<file path="src/rtl/jam_pkg.sv">
// jam_pkg: shared sizing, result-register init value and the FSM state type
// for the JAM sequencing controller (jam_sched) and its cost adder (jam_cost_sum).
package jam_pkg;
   localparam int N   = 8;              // workers == jobs
   localparam int IW  = 3;              // worker/job index width
   localparam int CW  = 7;              // cost entry width
   localparam int SW  = 10;             // total-cost width, holds N*(2^CW-1)
   localparam int MCW = 4;              // saturating match-count width

   localparam logic [SW-1:0] MIN_INIT = '1;

   typedef enum logic [2:0] {
      ST_LOAD,
      ST_REQ,
      ST_WAIT,
      ST_EVAL,
      ST_DONE,
      ST_HOLD
   } state_t;
endpackage

</file>
<file path="src/rtl/jam_cost_sum.sv">
// jam_cost_sum: combinational total cost of one assignment.
//   cost : N*N cost matrix, entry {w,j} = cost of worker w doing job j
//   perm : job index for worker i at [i]
//   sum  : zero-extended sum of cost[i][perm[i]] over all workers
// The adder tree is laid out heap-style (node k = node 2k + node 2k+1,
// leaves at N..2N-1), which is balanced for power-of-two N.
module jam_cost_sum
   import jam_pkg::*;
(
   input  logic [N*N-1:0][CW-1:0] cost,
   input  logic [N-1:0][IW-1:0]   perm,
   output logic [SW-1:0]          sum
);

   logic [SW-1:0] node [1:2*N-1];

   genvar i;
   generate
      for (i = 0; i < N; i++) begin : g_leaf
         localparam logic [IW-1:0] ROW = IW'(i);
         assign node[N+i] = {{(SW-CW){1'b0}}, cost[{ROW, perm[i]}]};
      end
      for (i = 1; i < N; i++) begin : g_node
         assign node[i] = node[2*i] + node[2*i+1];
      end
   endgenerate

   assign sum = node[1];

endmodule

</file>
<file path="src/rtl/jam_sched.sv">
// jam_sched: sequencing controller for the job-assignment datapath.
// Loads the N x N cost matrix through the W/J/Cost port (row-major, one
// entry per cycle), then requests permutations one at a time, evaluates each
// total cost and tracks the minimum and how many permutations reach it.
// Ports:
//   CLK, RST          clock, synchronous active-high reset
//   W, J, Cost        cost-matrix read port (Cost is valid for current W/J)
//   perm_req          one-cycle request for the next permutation
//   perm_valid/data/last  permutation response, only sampled in WAIT
//   MinCost, MatchCount   results; Valid pulses one cycle when final
module jam_sched
   import jam_pkg::*;
(
   input  logic            CLK,
   input  logic            RST,
   output logic [IW-1:0]   W,
   output logic [IW-1:0]   J,
   input  logic [CW-1:0]   Cost,
   output logic            perm_req,
   input  logic            perm_valid,
   input  logic [IW*N-1:0] perm_data,
   input  logic            perm_last,
   output logic [MCW-1:0]  MatchCount,
   output logic [SW-1:0]   MinCost,
   output logic            Valid
);

   localparam logic [IW-1:0] LAST_IDX = IW'(N-1);

   state_t                  state, state_nxt;
   logic [N*N-1:0][CW-1:0]  cost_mem;
   logic [N-1:0][IW-1:0]    perm_q;
   logic                    last_q;
   logic [SW-1:0]           sum;
   logic                    load_end;

   assign load_end = (W == LAST_IDX) && (J == LAST_IDX);

   jam_cost_sum u_sum (
      .cost (cost_mem),
      .perm (perm_q),
      .sum  (sum)
   );

   // Matrix storage is not reset; a reload always rewrites every entry.
   always_ff @(posedge CLK) begin
      if (!RST && state == ST_LOAD)
         cost_mem[{W, J}] <= Cost;
   end

   always_ff @(posedge CLK) begin
      if (RST) state <= ST_LOAD;
      else     state <= state_nxt;
   end

   always_comb begin
      state_nxt = state;
      perm_req  = 1'b0;
      Valid     = 1'b0;
      unique case (state)
         ST_LOAD: if (load_end) state_nxt = ST_REQ;
         ST_REQ: begin
            perm_req  = 1'b1;
            state_nxt = ST_WAIT;
         end
         ST_WAIT: if (perm_valid) state_nxt = ST_EVAL;
         ST_EVAL: state_nxt = last_q ? ST_DONE : ST_REQ;
         ST_DONE: begin
            Valid     = 1'b1;
            state_nxt = ST_HOLD;
         end
         ST_HOLD: state_nxt = ST_HOLD;
         default: state_nxt = ST_LOAD;
      endcase
   end

   always_ff @(posedge CLK) begin
      if (RST) begin
         W          <= '0;
         J          <= '0;
         perm_q     <= '0;
         last_q     <= 1'b0;
         MinCost    <= MIN_INIT;
         MatchCount <= '0;
      end else begin
         // W/J stop at the last entry and stay there until the next reset.
         if (state == ST_LOAD && !load_end) begin
            if (J == LAST_IDX) begin
               J <= '0;
               W <= W + 1'b1;
            end else begin
               J <= J + 1'b1;
            end
         end

         if (state == ST_WAIT && perm_valid) begin
            perm_q <= perm_data;
            last_q <= perm_last;
         end

         if (state == ST_EVAL) begin
            if (sum < MinCost) begin
               MinCost    <= sum;
               MatchCount <= MCW'(1);
            end else if (sum == MinCost && MatchCount != '1) begin
               MatchCount <= MatchCount + 1'b1;
            end
         end
      end
   end

endmodule
</file>
<file path="config.mk">
export PLATFORM = sky130hd
export DESIGN_NAME = jam_sched
export DESIGN_NICKNAME = d
export VERILOG_FILES = /design/src/rtl/jam_pkg.sv /design/src/rtl/jam_cost_sum.sv /design/src/rtl/jam_sched.sv
export SDC_FILE = /design/constraint.sdc
export NUM_CORES = 1
export LEC_CHECK = 0
export BUFFER_PORTS_ARGS = -buffer_cell sky130_fd_sc_hd__buf_2
export CAP_MARGIN = 20
export CORE_MARGIN = 3
export CORE_UTILIZATION = 40
export CTS_CLUSTER_SIZE = 14
export DETAILED_ROUTE_END_ITERATION = 7
export GPL_TIMING_DRIVEN = 0
export PLACE_DENSITY = 0.61
export RECOVER_POWER = 100
export SLEW_MARGIN = 20
export SYNTH_ARGS = -nofsm -noshare
export SYNTH_HDL_FRONTEND = slang
export SYNTH_SLANG_ARGS = --single-unit
</file>
<file path="constraint.sdc">
create_clock -name CLK -period 9.7 [get_ports CLK]
set_clock_uncertainty 0.2 [all_clocks]
set_input_delay 0.97 -clock CLK [delete_from_list [all_inputs] [get_ports CLK]]
set_output_delay 0.97 -clock CLK [all_outputs]
set_load 0.1 [all_outputs]
</file>
## Word level (Yosys, flattened, before mapping)

Cells that the tools add are included.

- Reduce and logical (&&, ||, !) cells: 15
- Order comparisons: 11
- Equality and inequality tests: 11
- $add $sub $neg: 10
- Mux-type cells: 28

Operators by type and width:

| cell | number |
|---|---|
| bitwise mux 448 bit | 1 |
| binary-select mux 7 bit (select 3 bit) | 8 |
| 2-to-1 mux 7 bit | 9 |
| demux 7 bit (select 6 bit) | 1 |
| < comparator 6 x 7 -> 1 bit (second input constant) | 5 |
| adder 7 x 7 -> 8 bit | 4 |
| adder 8 x 8 -> 9 bit | 2 |
| case mux 3 bit (5 select lines) | 1 |
| < comparator 5 x 7 -> 1 bit (second input constant) | 2 |
| equality test 3 bit (second input constant) | 4 |
| 2-to-1 mux 3 bit | 4 |
| adder 9 x 9 -> 10 bit | 1 |
| equality test 10 bit | 1 |
| < comparator 10 bit | 1 |
| 2-to-1 mux 4 bit | 2 |
| AND reduction 2 bit | 4 |
| < comparator 3 x 7 -> 1 bit (second input constant) | 1 |
| < comparator 4 x 7 -> 1 bit (second input constant) | 1 |
| adder 3 x 1 -> 3 bit (second input constant) | 2 |
| equality test 3 x 2 -> 1 bit (second input constant) | 2 |
| >= comparator 6 x 1 -> 1 bit (second input constant) | 1 |
| logical AND 1 bit | 6 |
| adder 4 x 1 -> 4 bit (second input constant) | 1 |
| != test 2 bit (second input constant) | 2 |
| 7 further kinds | 9 |

- Logic and storage cells: 153
- Output and inout port bits: 22
- Input port bits: 35
- Flip-flop bits (word level): 496

## Depth between registers and ports, before layout

Gate-level depths: netlist of the first run.

- Word-level depth: 9
- Depth in mapped cells: 26
- Gate-level depth less buffers: 24

## By module

A second synthesis of the first run with hierarchy kept.

- Cell total of the unflattened synthesis: 1209
- Area, all modules: 21580.7 um^2

By module, submodules not included:

| module | sequential area each (um^2) | cells each | times used | area each (um^2) |
|---|---|---|---|---|
| jam_sched | 14413.8 | 797 | 1 | 16010.4 |
| jam_cost_sum | 0.0 | 412 | 1 | 5570.3 |

## Least setup slack after synthesis of the first run

OpenSTA, ideal clock, no wires.

- Path type: register to register
- From: reg perm_q[9] (netlist bit)
- To: reg MinCost[8]
- Clock period less this slack: 6.691 ns
- Path buffers: 2
- Setup time: 0.122 ns
- Required time: 9.378 ns
- Data arrival time: 6.369 ns
- Path slack: 3.009 ns
- Stages on the path, launching flop included: 26
- Path through: dfxtp_1 -> buf_2 -> buf_2 -> mux4_2 -> mux2i_1 -> fa_1 -> inv_1 -> fa_1 -> fa_1 -> inv_1 -> fa_1 -> inv_1 -> ha_1 -> inv_1 -> fa_1 -> nor2b_1 -> o31a_1 -> o21a_1 -> or3_1 -> and2_1 -> ha_1 -> o21a_1 -> a211oi_1 -> o211ai_1 -> and2_1 -> a311o_1

- Cells in the longest elaborated chain, start to end: 7

RTL lines:

| item | line | text |
|---|---|---|
| start: declaration | jam_sched.sv:32 | `logic [N-1:0][IW-1:0] perm_q;` |
| start signal: assignment | jam_sched.sv:97 | `perm_q <= perm_data;` |
| binary-select mux 7 bit (select 3 bit) (*) | jam_cost_sum.sv:21 | `assign node[N+i] = {{(SW-CW){1'b0}}, cost[{ROW, perm[i]}]};` |
| 2-to-1 mux 7 bit (not written as such) (*) | jam_cost_sum.sv:21 |  |
| adder 7 x 7 -> 8 bit (*) | jam_cost_sum.sv:24 | `assign node[i] = node[2*i] + node[2*i+1];` |
| adder 8 x 8 -> 9 bit (*) | jam_cost_sum.sv:24 |  |
| adder 9 x 9 -> 10 bit (*) | jam_cost_sum.sv:24 |  |
| net sum[8] | jam_sched.sv:34 | `logic [SW-1:0] sum;` |
| < comparator 10 bit | jam_sched.sv:102 | `if (sum < MinCost) begin` |
| AND reduction 2 bit (no line) | - |  |
| end signal: assignment | jam_sched.sv:103 | `MinCost <= sum;` |
| end: declaration | jam_sched.sv:24 | `output logic [SW-1:0] MinCost,` |

Mark *: on every way through the listed nets, which the timed path passes. The rest lies on a longest branch. The select of a mux whose other input is x is not followed.
A chain may end at the register's enable or synchronous reset.

## Worst setup path in the final report of the first run

- From: reg perm_q[6] (netlist bit)
- To: reg MinCost[5]

- Cells in the longest elaborated chain, start to end: 7

RTL lines:

| item | line |
|---|---|
| binary-select mux 7 bit (select 3 bit) | jam_cost_sum.sv:21 |
| 2-to-1 mux 7 bit (not written as such) | jam_cost_sum.sv:21 |
| adder 7 x 7 -> 8 bit | jam_cost_sum.sv:24 |
| adder 8 x 8 -> 9 bit | jam_cost_sum.sv:24 |
| adder 9 x 9 -> 10 bit | jam_cost_sum.sv:24 |
| net sum[9] | jam_sched.sv:34 |
| < comparator 10 bit | jam_sched.sv:102 |
| AND reduction 2 bit (no line) | - |

The timed path passes the listed nets, and every way through them passes these cells. The select of a mux whose other input is x is not followed.

==> results of run 1 <==
-- power breakdown --
part           internal (mW)  switching, mW  total, mW
Combinational          0.355          0.582      0.938
Clock                   1.16          0.788       1.95
Sequential              2.36         0.0147       2.38
-- layout make-up --
| cell class | count | area [um2] | area share (%) |
|---|---|---|---|
| antenna | 2 | 5.00 | 0.0215 |
| clock buffer | 68 | 1350 | 5.80 |
| sequential | 496 | 14400 | 61.9 |
| tap | 672 | 841 | 3.61 |
| inverter | 73 | 274 | 1.18 |
| clock inverter | 25 | 294 | 1.26 |
| multi-input combinational | 506 | 5630 | 24.2 |
| buffer | 53 | 221 | 0.952 |
| timing repair buffer | 55 | 239 | 1.03 |
-- cell families after synthesis --
family | synth area share [%]
buffers and inverters | 2.45
and+or+nand+nor | 4.46
adders and majority gates | 5.51
DFF | 70.0
muxes | 15.5
xor gates and xnor gates | 0.128
AOI/OAI and AO/OA | 1.97
-- metal layers --
metal / GRT usage, % / vias up / wire, um
met5: 0 / - / 0
met4: 5.16 / 0 / 833
met3: 3.05 / 61 / 3340
met2: 28.1 / 310 / 22600
met1: 24.8 / 5284 / 19900
li1: - / 4568 / -
-- cells in the mapped netlist, types with 2 or more instances --
cell type  instances  share of area, %
o21ai_0            4             0.097
xnor2_1            2             0.085
fa_1              41               4.0
mux2i_1           44               2.1
and3_1             2             0.061
a211o_1            2             0.085
a21oi_1           32              0.78
mux4_2           112                12
buf_2             17              0.41
mux2_2            20               1.1
a21o_1             2             0.073
inv_1             73               1.3
nand3_1            8              0.19
and2_1             2             0.061
dfxtp_1           48               4.7
ha_1              25               1.5
or3b_1             2             0.085
clkbuf_1          33              0.60
a211oi_1           2             0.073
or3b_2             2             0.085
nor3_1             4             0.097
o21a_1             4              0.15
nor2b_1            3             0.091
o211ai_1           6              0.22
edfxtp_1         448                65
a31oi_1            2             0.061
o311a_1            2             0.097
nand2b_1           4              0.12
nand3b_1           4              0.15
nor2_1            80               1.5
nand4_1            2             0.061
nand2_1           70               1.3
or3_1              2             0.061
-- registers in the layout, summed over array words and instances, names as in the netlist --
| register | count |
|---|---|
| cost_mem | 448 |
| perm_q | 24 |
| MinCost | 10 |
| MatchCount | 4 |
| J | 3 |
| W | 3 |
| state | 3 |
| last_q | 1 |
-- worst register-to-register path: cells and delay by family (launching register included) --
family | cells | cell delay, ns
muxes | 3 | 1.18
and+or+nand+nor | 4 | 0.51
adders and majority gates | 6 | 2.76
AOI/OAI and AO/OA | 5 | 1.41
buffers and inverters | 6 | 1.65
DFF | 1 | 0.31
-- how the worst max path moves through the flow --
stage | to | slack (ns) | cells after the start
after floorplan | MinCost[8] | 3.01 | 25
after global placement | MinCost[6] | 2.15 | 26
after detailed placement | MinCost[5] | 2.14 | 24
after CTS | MinCost[5] | 2.12 | 24
after global routing | MinCost[6] | 1.03 | 24
final | MinCost[5] | 1.52 | 24
-- through the flow --
step                      hold slack [ns]  worst slack (ns)  cell area (um2)  std cells
after floorplan                     0.244              3.01            20600       1128
after global placement              0.254              2.15            21700       1855
after detailed placement            0.262              2.14            21700       1855
after CTS                           0.271              2.12            23400       1948
after global routing                0.303              1.03            23300       1948
final                               0.267              1.52            23300       1950
==> out/results.md, run 1 <==
• status: finished, violations left
• violations in the final reports: capacitance limit, slew limit
• achievable frequency: 0.122 GHz
• highest fanout seen on the critical path: 10
• YS warnings: 0
• share of cells above drive strength 1: 19.4%
• unrepaired setup endpoints after global routing: no
• global placer's final weighted congestion: 0.781
• Routed Wire Length: 46,600 um
• reg2reg setup slack: 1.52 ns
• critical path startpoint category: register
• capturing point of the worst reg2reg path: MinCost[5]
• iteration-0 DRC count of the detailed router: 966
• clock buffer count from CTS: 50
• boundary pin count: 57
• power density over the cells: 226 mW/mm2
• worst rel slew slack: -114%
• transition time at the pin with the least slew margin: 3.21 ns
• worst hold path type: reg2reg
• count of distinct cell types in the synthesized netlist: 57
• layout overhead on the synthesized area: 13.0%
• buffer type at the clock tree root: clkbuf_16
• total leakage power: 7.54 nW
• number of synthesized flops with an enable pin: 448
• final core utilization: 46.1%
• remaining routing DRC violations: 0
• Hold Crit Endpoint: last_q
• # port buffers: 55
• worst setup path start: perm_q[6]
• wire length of the first global-routing pass: 69,000 um
• vias: 10.2k
• detailed-routing iteration count for the pre-antenna-repair pass: 5
• total global routing track utilization: 17.6%
• number of gates resized after cts: 0
• CTS H-tree lvls: 2
• number of antenna-violating nets in the routed design: 0
• Post-CTS Setup Inserts: 0
• reg2reg start: perm_q[6]
• Most used DFF post-synth: edfxtp_1
• site row count: 82
• worst-skew pair later-pin latency: 0.57 ns
• worst endpoint required time: 9.94 ns
• most prevalent standard cell on the critical path: fa_1
• Buffers & Inverters on Critical Path: 6
• commonest non-fill, non-tap cell in the layout: edfxtp_1
• maximum resistive drop on vdd: 150 uV
• number of max-slew violations in the final report: 455
• async set-or-reset flop fraction in the synthesized netlist: 0%
• cell-by-cell listing of the critical path: clkbuf_1 -> clkbuf_1 -> mux4_2 -> mux2i_1 -> fa_1 -> inv_1 -> fa_1 -> fa_1 -> inv_1 -> fa_1 -> inv_1 -> ha_1 -> a211oi_1 -> nor2_1 -> o311a_1 -> o21ai_0 -> nand2b_1 -> ha_1 -> nand4_1 -> a211o_1 -> o211ai_1 -> buf_2 -> mux2i_1 -> nand2_1
• Vias per Instance: 5.24
• CTS clock-pin slew for the worst setup and hold paths: 0.06 ns
• worst hold stages: 2
• synthesis-stage register bit count: 496
• total negative slack for setup checks: 0 ns
• slowest cell on the critical path: clkbuf_1
• critical setup path kind: reg2reg
• power after layout: 5.26 mW
• synthesized area per cell: 18.3 um2
• hold bufs inserted after CTS: 0
• Initial Util: 40.8%
• HPWL reported at the end of detailed placement: 29,700 um
• worst hold start: last_q
• pin count of the biggest net entering global routing: 65
• Die Width: 233 um
• final-report setup violation count: 0
• highest-count cells in the layout ignoring fill and taps: edfxtp_1, mux4_2, clkbuf_1, nor2_1, inv_1
• post-synthesis instance area: 0.0206 mm2
• CTS max path bufs: 3
• crit path capture type: register
• Wirelength per Cell: 23.9 um
• fill cell instance count of the final layout: 4,348
• vias in the first global route: 10.5k
• post-route clock period utilization: 84.3%
• sequential fraction of the synthesis area: 70.0%
• length in cells of the worst reg-to-reg path: 24
• arrival time worst endpoint: 8.42 ns
• TritonCTS clock tree: built
• number of sinks handled by clock tree synthesis: 496
• final critical-path required period: 8.18 ns
• Final Hold Violating Endpoints: 0
• die extent in y: 233 um
• largest delay contributor family on the critical path: adder cells
• area of the die: 0.0542 mm2
• total grt overflow: 0
• net count reported at finish: 1,336
• stage delay of the slowest cell on the critical path: 0.66 ns
• placeable core area: 0.0505 mm2
• Mapped Cells: 1,128
• initial antenna violation count: 1
• max capacitance violation total: 7
• syn nets: 1,229
Power figures use the tool's default switching activity.
==> inputs of run 2 (changes only) <==
--- a/config.mk
+++ b/config.mk
@@ -5,6 +5,7 @@
 export SDC_FILE = /design/constraint.sdc
 export NUM_CORES = 1
 export LEC_CHECK = 0
+export ABC_AREA = 1
 export BUFFER_PORTS_ARGS = -buffer_cell sky130_fd_sc_hd__buf_2
 export CAP_MARGIN = 20
 export CORE_MARGIN = 3
==> constraint.sdc (replaced) <==
create_clock -name CLK -period 8.5 [get_ports CLK]
set_clock_uncertainty 0.2 [all_clocks]
set_input_delay 0.85 -clock CLK [delete_from_list [all_inputs] [get_ports CLK]]
set_output_delay 0.85 -clock CLK [all_outputs]
set_load 0.1 [all_outputs]
==> run 2 against run 1 <==
  * Critical path type unchanged
  * Maximum frequency is 13% higher
  * First-iteration DRC count is 59% higher
  * Global-route usage is 1.8 points higher
  * Final cell count is 27% higher
  * The run still ends with capacitance limit, slew limit left
  * Power is 4.0% lower
  * Via count is 33% higher
  * Sequential power is 13% higher
  * Design area is 1.7% higher
  * Combinational power is 82% lower
  * Register-to-register slack worse by 0.26 ns
  * Worst hold slack better by 0.036 ns
  * Highest routed layer unchanged
==> out/results.md, run 2 <==
• pin count of the biggest net entering global routing: 65
• cell taking the most area after synthesis: edfxtp_1
• dpl cell area: 0.0221 mm2
• number of max-slew violations in the final report: 455
• Wirelength per Cell: 21.8 um
• arrival time worst endpoint: 7.47 ns
• area share of the largest cell type after synthesis: 64.1%
• # placed instances: 2,393
• remaining routing DRC violations: 0
• post-route cell area: 0.0237 mm2
• Most used DFF post-synth: edfxtp_1
• highest fanout seen on the critical path: 10
• commonest non-fill, non-tap cell in the layout: edfxtp_1
• total global routing track utilization: 19.3%
• syn nets: 1,759
• share of cells above drive strength 1: 8.48%
• TritonCTS clock tree: built
• Final Hold Violating Endpoints: 0
• leading cell type by number of instances after synthesis: edfxtp_1
• placeable core area: 0.0516 mm2
• length in cells of the worst reg-to-reg path: 27
• initial antenna violation count: 0
• total leakage power: 8.21 nW
• reg2reg setup slack: 1.26 ns
• vias in the first global route: 13.5k
• HPWL reported at the end of detailed placement: 34,700 um
• synthesized area per cell: 12.7 um2
• vias: 13.6k
• final setup margin: 1.26 ns
• post-synthesis instance area: 0.0210 mm2
• achievable frequency: 0.138 GHz
• global placer's final weighted congestion: 0.871
• net count reported at finish: 1,866
• highest-count cells in the layout ignoring fill and taps: edfxtp_1, nor2_1, nand2_1, o21ai_0, inv_1
• count of distinct cell types in the synthesized netlist: 42
• number of antenna-violating nets in the routed design: 0
• wire length of the first global-routing pass: 81,800 um
• transition time at the pin with the least slew margin: 3.63 ns
• number of sinks handled by clock tree synthesis: 496
• power density over the cells: 213 mW/mm2
• CTS H-tree lvls: 2
• maximum resistive drop on vdd: 124 uV
• minimum setup slack after placement: 1.85 ns
• # port buffers: 55
• worst endpoint required time: 8.73 ns
• worst-skew pair later-pin latency: 0.59 ns
• leading cell types by total area after synthesis: edfxtp_1, dfxtp_1, nor2_1
• Routed Wire Length: 54,100 um
• register ranked first by flip-flop count: cost_mem
• hold bufs inserted after CTS: 0
• sequential fraction of the synthesis area: 68.7%
• clock buffer count from CTS: 50
• number of gates resized after cts: 0
• top cells by count, synth: edfxtp_1, nor2_1, nand2_1, o21ai_0, inv_1
• crit path capture type: register
• buffer type at the clock tree root: clkbuf_16
• total grt overflow: 0
• YS warnings: 0
• Hold Crit Endpoint: last_q
• Die Width: 235 um
• Mapped Cells: 1,658
• async set-or-reset flop fraction in the synthesized netlist: 0%
• fill cell instance count of the final layout: 4,558
• CTS max path bufs: 3
• critical path startpoint category: register
• max capacitance violation total: 7
• die extent in y: 235 um
• worst hold stages: 2
• CTS clock-pin slew for the worst setup and hold paths: 0.06 ns
• Vias per Instance: 5.46
• Initial Util: 40.7%
• final critical-path required period: 7.24 ns
• hold_ws: 0.303 ns
• synthesis-stage register bit count: 496
• violations in the final reports: capacitance limit, slew limit
• iteration-0 DRC count of the detailed router: 1,537
• critical setup path kind: reg2reg
• number of synthesized flops with an enable pin: 448
• Post-CTS Setup Inserts: 0
• worst hold path type: reg2reg
• post-route clock period utilization: 85.2%
• final-report setup violation count: 0
• Post-Layout Cell Count: 2,486
• max reg flops: 448
• unrepaired setup endpoints after global routing: no
• area of the die: 0.0553 mm2
• worst rel slew slack: -142%
• status: finished, violations left
• worst hold start: last_q
• site row count: 83
• boundary pin count: 57
• reg2reg start: perm_q[21]
• worst setup path start: perm_q[21]
• layout overhead on the synthesized area: 12.8%
• detailed-routing iteration count for the pre-antenna-repair pass: 6
• total negative slack for setup checks: 0 ns
• registers with the most flip-flops: cost_mem: 448 flops, perm_q: 24 flops, MinCost: 10 flops
• capturing point of the worst reg2reg path: MinCost[0]
==> run 2: cell types whose count changed after synthesis, moves of 14 or more <==
| cell | previous run | this run |
|---|---|---|
| o221ai_1 | 0 | 30 |
| inv_1 | 73 | 117 |
| mux4_2 | 112 | 0 |
| o32ai_1 | 0 | 40 |
| a21oi_1 | 32 | 95 |
| mux2_2 | 20 | 0 |
| nand2_1 | 70 | 195 |
| mux2i_1 | 44 | 30 |
| buf_2 | 17 | 50 |
| nand3_1 | 8 | 46 |
| o21ai_0 | 4 | 143 |
| nor2_1 | 80 | 232 |
==> run 2: how the worst max path moves through the flow <==
stage	endpoint	slack (ns)	cells after the start
after floorplan	MinCost[0]	2.81	27
after global placement	MinCost[5]	1.91	28
after detailed placement	MinCost[0]	1.85	27
after CTS	MinCost[0]	1.83	27
after global routing	MinCost[7]	0.74	27
final	MinCost[0]	1.26	27
==> run 2: cell type report <==
cell class,instances,area (um2),area share [%]
flip-flops and latches,496,14400,60.9
inverters,119,447,1.89
diodes,1,2.50,0.0106
well taps,680,851,3.59
repair buffers,55,238,1.00
clock buffers,63,1340,5.67
clock inverters,29,294,1.24
plain buffers,85,392,1.65
multi-input cells,958,5700,24.1
==> run 2: cell families (layout without fill, tap and decap cells) <==
kind of cell             Yosys count  after routing  synth area share [%]
other                              0              1                     0
multiplexers                      30             30                  1.43
XOR/XNOR                           6              6                 0.250
flip-flops                       496            496                  68.7
AO/OA/AOI/OAI                    359            359                  10.6
adder cells (fa/ha/maj)           66             66                  5.40
AND/OR/NAND/NOR                  497            497                  9.60
buffers and inverters            204            351                  4.04
==> run 2: worst max-delay path: stages, from the launching register on <==
cell and delay [ns]:
dfxtp_1 0.32, clkbuf_1 0.34, clkbuf_1 0.53, o21ai_0 0.20
o221ai_1 0.33, o21ai_0 0.31, fa_1 0.66, inv_1 0.08
fa_1 0.51, fa_1 0.55, inv_1 0.06, fa_1 0.46
inv_1 0.07, ha_1 0.19, inv_1 0.06, fa_1 0.41
inv_1 0.09, nand4_1 0.11, nand3_1 0.11, xor2_1 0.23
ha_1 0.27, nand2_1 0.09, inv_1 0.04, a21oi_1 0.28
nand4_4 0.23, buf_6 0.21, nand2_1 0.07, o211ai_2 0.07
==> run 2: where the power goes <==
part           switching (mW)  internal (mW)  total [mW]
Combinational           0.132         0.0414       0.173
Clock                   0.908           1.30        2.20
Sequential            0.00453           2.67        2.68
==> run 2: metal layers <==
metal	wire length [um]	global-route usage, %
met3	3930	3.54
met5	0	0
met1	23400	26.9
met4	1680	6.51
met2	25100	30.7
==> run 2: through the flow <==
| stage | power [mW] | util [%] |
|---|---|---|
| finish | 5.05 | 45.9 |
| global route | 5.21 | 45.9 |
| CTS | 5.09 | 46.0 |
| detailed placement | 2.90 | 42.9 |
| global placement | 2.90 | 42.8 |
| floorplan | 2.81 | - |
==> inputs of run 3 (changes only) <==
--- a/config.mk
+++ b/config.mk
@@ -8,12 +8,14 @@
 export ABC_AREA = 1
 export BUFFER_PORTS_ARGS = -buffer_cell sky130_fd_sc_hd__buf_2
 export CAP_MARGIN = 20
+export CELL_PAD_IN_SITES_DETAIL_PLACEMENT = 0
+export CELL_PAD_IN_SITES_GLOBAL_PLACEMENT = 1
 export CORE_MARGIN = 3
-export CORE_UTILIZATION = 40
+export CORE_UTILIZATION = 39
 export CTS_CLUSTER_SIZE = 14
 export DETAILED_ROUTE_END_ITERATION = 7
 export GPL_TIMING_DRIVEN = 0
-export PLACE_DENSITY = 0.61
+export PLACE_DENSITY = 0.69
 export RECOVER_POWER = 100
 export SLEW_MARGIN = 20
 export SYNTH_ARGS = -nofsm -noshare
==> run 3 against run 2 <==
  * The flow still finishes with violations (capacitance limit, slew limit)
  * Final cell count is 0.68% higher
  * Clock power is 8% higher
  * Combinational power is 3% higher
  * Sequential power hardly changed
  * Largest power group unchanged
==> out/results.md, run 3 (synthesized netlist as in run 2, its figures left out) <==
• TritonCTS clock tree: built
• worst-skew pair later-pin latency: 0.60 ns
• critical path startpoint category: register
• capturing point of the worst reg2reg path: MinCost[2]
• pin count of the biggest net entering global routing: 65
• reg2reg start: perm_q[21]
• iteration-0 DRC count of the detailed router: 1,171
• max reg flops: 448
• register ranked first by flip-flop count: cost_mem
• crit path capture type: register
• remaining routing DRC violations: 0
• # port buffers: 55
• Wirelength per Cell: 22.7 um
• violations in the final reports: capacitance limit, slew limit
• layout overhead on the synthesized area: 13.8%
• placeable core area: 0.0529 mm2
• buffer type at the clock tree root: clkbuf_16
• transition time at the pin with the least slew margin: 3.66 ns
• most prevalent standard cell on the critical path: inv_1
• reg2reg setup slack: 1.46 ns
• worst rel slew slack: -144%
• Initial Util: 39.7%
• CTS max path bufs: 3
• minimum setup slack after placement: 1.78 ns
• final setup margin: 1.46 ns
• Post-CTS Setup Inserts: 0
• fill cell instance count of the final layout: 4,867
• achievable frequency: 0.142 GHz
• Die Width: 238 um
• Ant. Diodes: 0
• Final Hold Violating Endpoints: 0
• max capacitance violation total: 8
• hold bufs inserted after CTS: 0
• vias in the first global route: 13.6k
• Vias per Instance: 5.41
• registers with the most flip-flops: cost_mem: 448 flops, perm_q: 24 flops, MinCost: 10 flops
• commonest non-fill, non-tap cell in the layout: edfxtp_1
• total negative slack for setup checks: 0 ns
• total grt overflow: 0
• number of max-slew violations in the final report: 401
• proportion of power drawn by the clock network: 45.5%
• initial antenna violation count: 0
• global placer's final weighted congestion: 0.893
• Routed Wire Length: 56,700 um
• Hold Crit Endpoint: MinCost[9]
• worst endpoint required time: 8.74 ns
• final core utilization: 45.2%
• status: finished, violations left
• P_sw: 1.08 mW
• clock buffer count from CTS: 53
• site row count: 84
• post-route cell area: 0.0239 mm2
• stage delay of the slowest cell on the critical path: 0.56 ns
• HPWL reported at the end of detailed placement: 37,200 um
• vias: 13.5k
• Reg power frac: 51.1%
• worst hold path type: reg2reg
• share of cells above drive strength 1: 9.15%
• dpl cell area: 0.0222 mm2
• Internal Dissipation: 4.15 mW
• final-report setup violation count: 0
• highest fanout seen on the critical path: 10
• detailed-routing iteration count for the pre-antenna-repair pass: 6
• net count reported at finish: 1,873
• number of gates resized after cts: 0
• length in cells of the worst reg-to-reg path: 28
• boundary pin count: 57
• CTS H-tree lvls: 2
• slowest cell on the critical path: fa_1
• number of antenna-violating nets in the routed design: 0
• die extent in y: 238 um
• critical setup path kind: reg2reg
• area of the die: 0.0566 mm2
• total leakage power: 8.32 nW
• worst hold stages: 2
• arrival time worst endpoint: 7.28 ns
• post-route clock period utilization: 82.8%
• unrepaired setup endpoints after global routing: no
• worst hold start: MinCost[9]
• part of the power in combinational logic: 3.4%
• maximum resistive drop on vdd: 157 uV
• wire length of the first global-routing pass: 85,200 um
• final critical-path required period: 7.04 ns
• number of sinks handled by clock tree synthesis: 496
• net switching fraction of the power: 20.7%
• highest-count cells in the layout ignoring fill and taps: edfxtp_1, nor2_1, nand2_1, o21ai_0, inv_1
• power density over the cells: 219 mW/mm2
• total global routing track utilization: 20.1%
• CTS clock-pin slew for the worst setup and hold paths: 0.06 ns
==> run 3: cell types whose count changed in the layout (fill, tap and decap cells not counted), sizes merged <==
cell	previous run	this run
inv	120	121
clkinvlp	3	1
clkbuf	119	134
diode	1	0
clkinv	19	15
==> run 3: area by class of cell <==
class / instances / area (um2) / share of cell area [%]
Buffer: 85 / 392 / 1.64
Clock buffer: 74 / 1540 / 6.44
Clock inverter: 24 / 275 / 1.15
Inverter: 119 / 447 / 1.87
Multi-Input combinational cell: 958 / 5700 / 23.9
Sequential cell: 496 / 14400 / 60.4
Tap cell: 688 / 861 / 3.60
Timing Repair Buffer: 59 / 253 / 1.06
==> run 3: worst max-delay path: cells and delay by family, from the launching register on <==
kind	cells	cell delay (ns)
compound gates	3	0.83
xor+xnor	1	0.28
fa+ha+maj	7	2.89
buf+inv	10	1.57
flops	1	0.32
simple gates	7	0.78
==> run 3: worst max-delay path by stage <==
stage                     startpoint         end
after floorplan           perm_q[21]  MinCost[0]
after global placement    perm_q[21]  MinCost[7]
after detailed placement  perm_q[21]  MinCost[4]
after CTS                 perm_q[21]  MinCost[2]
after global routing      perm_q[21]  MinCost[2]
final                     perm_q[21]  MinCost[2]
==> run 3: per-stage QoR <==
step                      cells  hold slack (ns)  power [mW]
after global routing       2503            0.318        5.39
after global placement     2401            0.277        2.90
final                      2503            0.289        5.23
after CTS                  2503            0.288        5.28
after floorplan            1658            0.244        2.81
after detailed placement   2405            0.274        2.91
==> run 3: power by group through the flow <==
stage / registers, mW / clock network, mW / logic [mW]
final: 2.67 / 2.38 / 0.179
after global routing: 2.67 / 2.52 / 0.200
after CTS: 2.67 / 2.42 / 0.190
after detailed placement: 2.72 / 0 / 0.190
after global placement: 2.72 / 0 / 0.181
after floorplan: 2.73 / 0 / 0.0793
==> run 3: layer usage <==
layer	up-vias	routed length, um	track usage [%]	part of all wire (%)
met4	0	1370	5.70	2.4
met5	-	0	0	0
met3	87	4090	3.70	7.2
met2	482	26800	32.9	47
li1	6227	-	-	-
met1	6742	24500	27.6	43
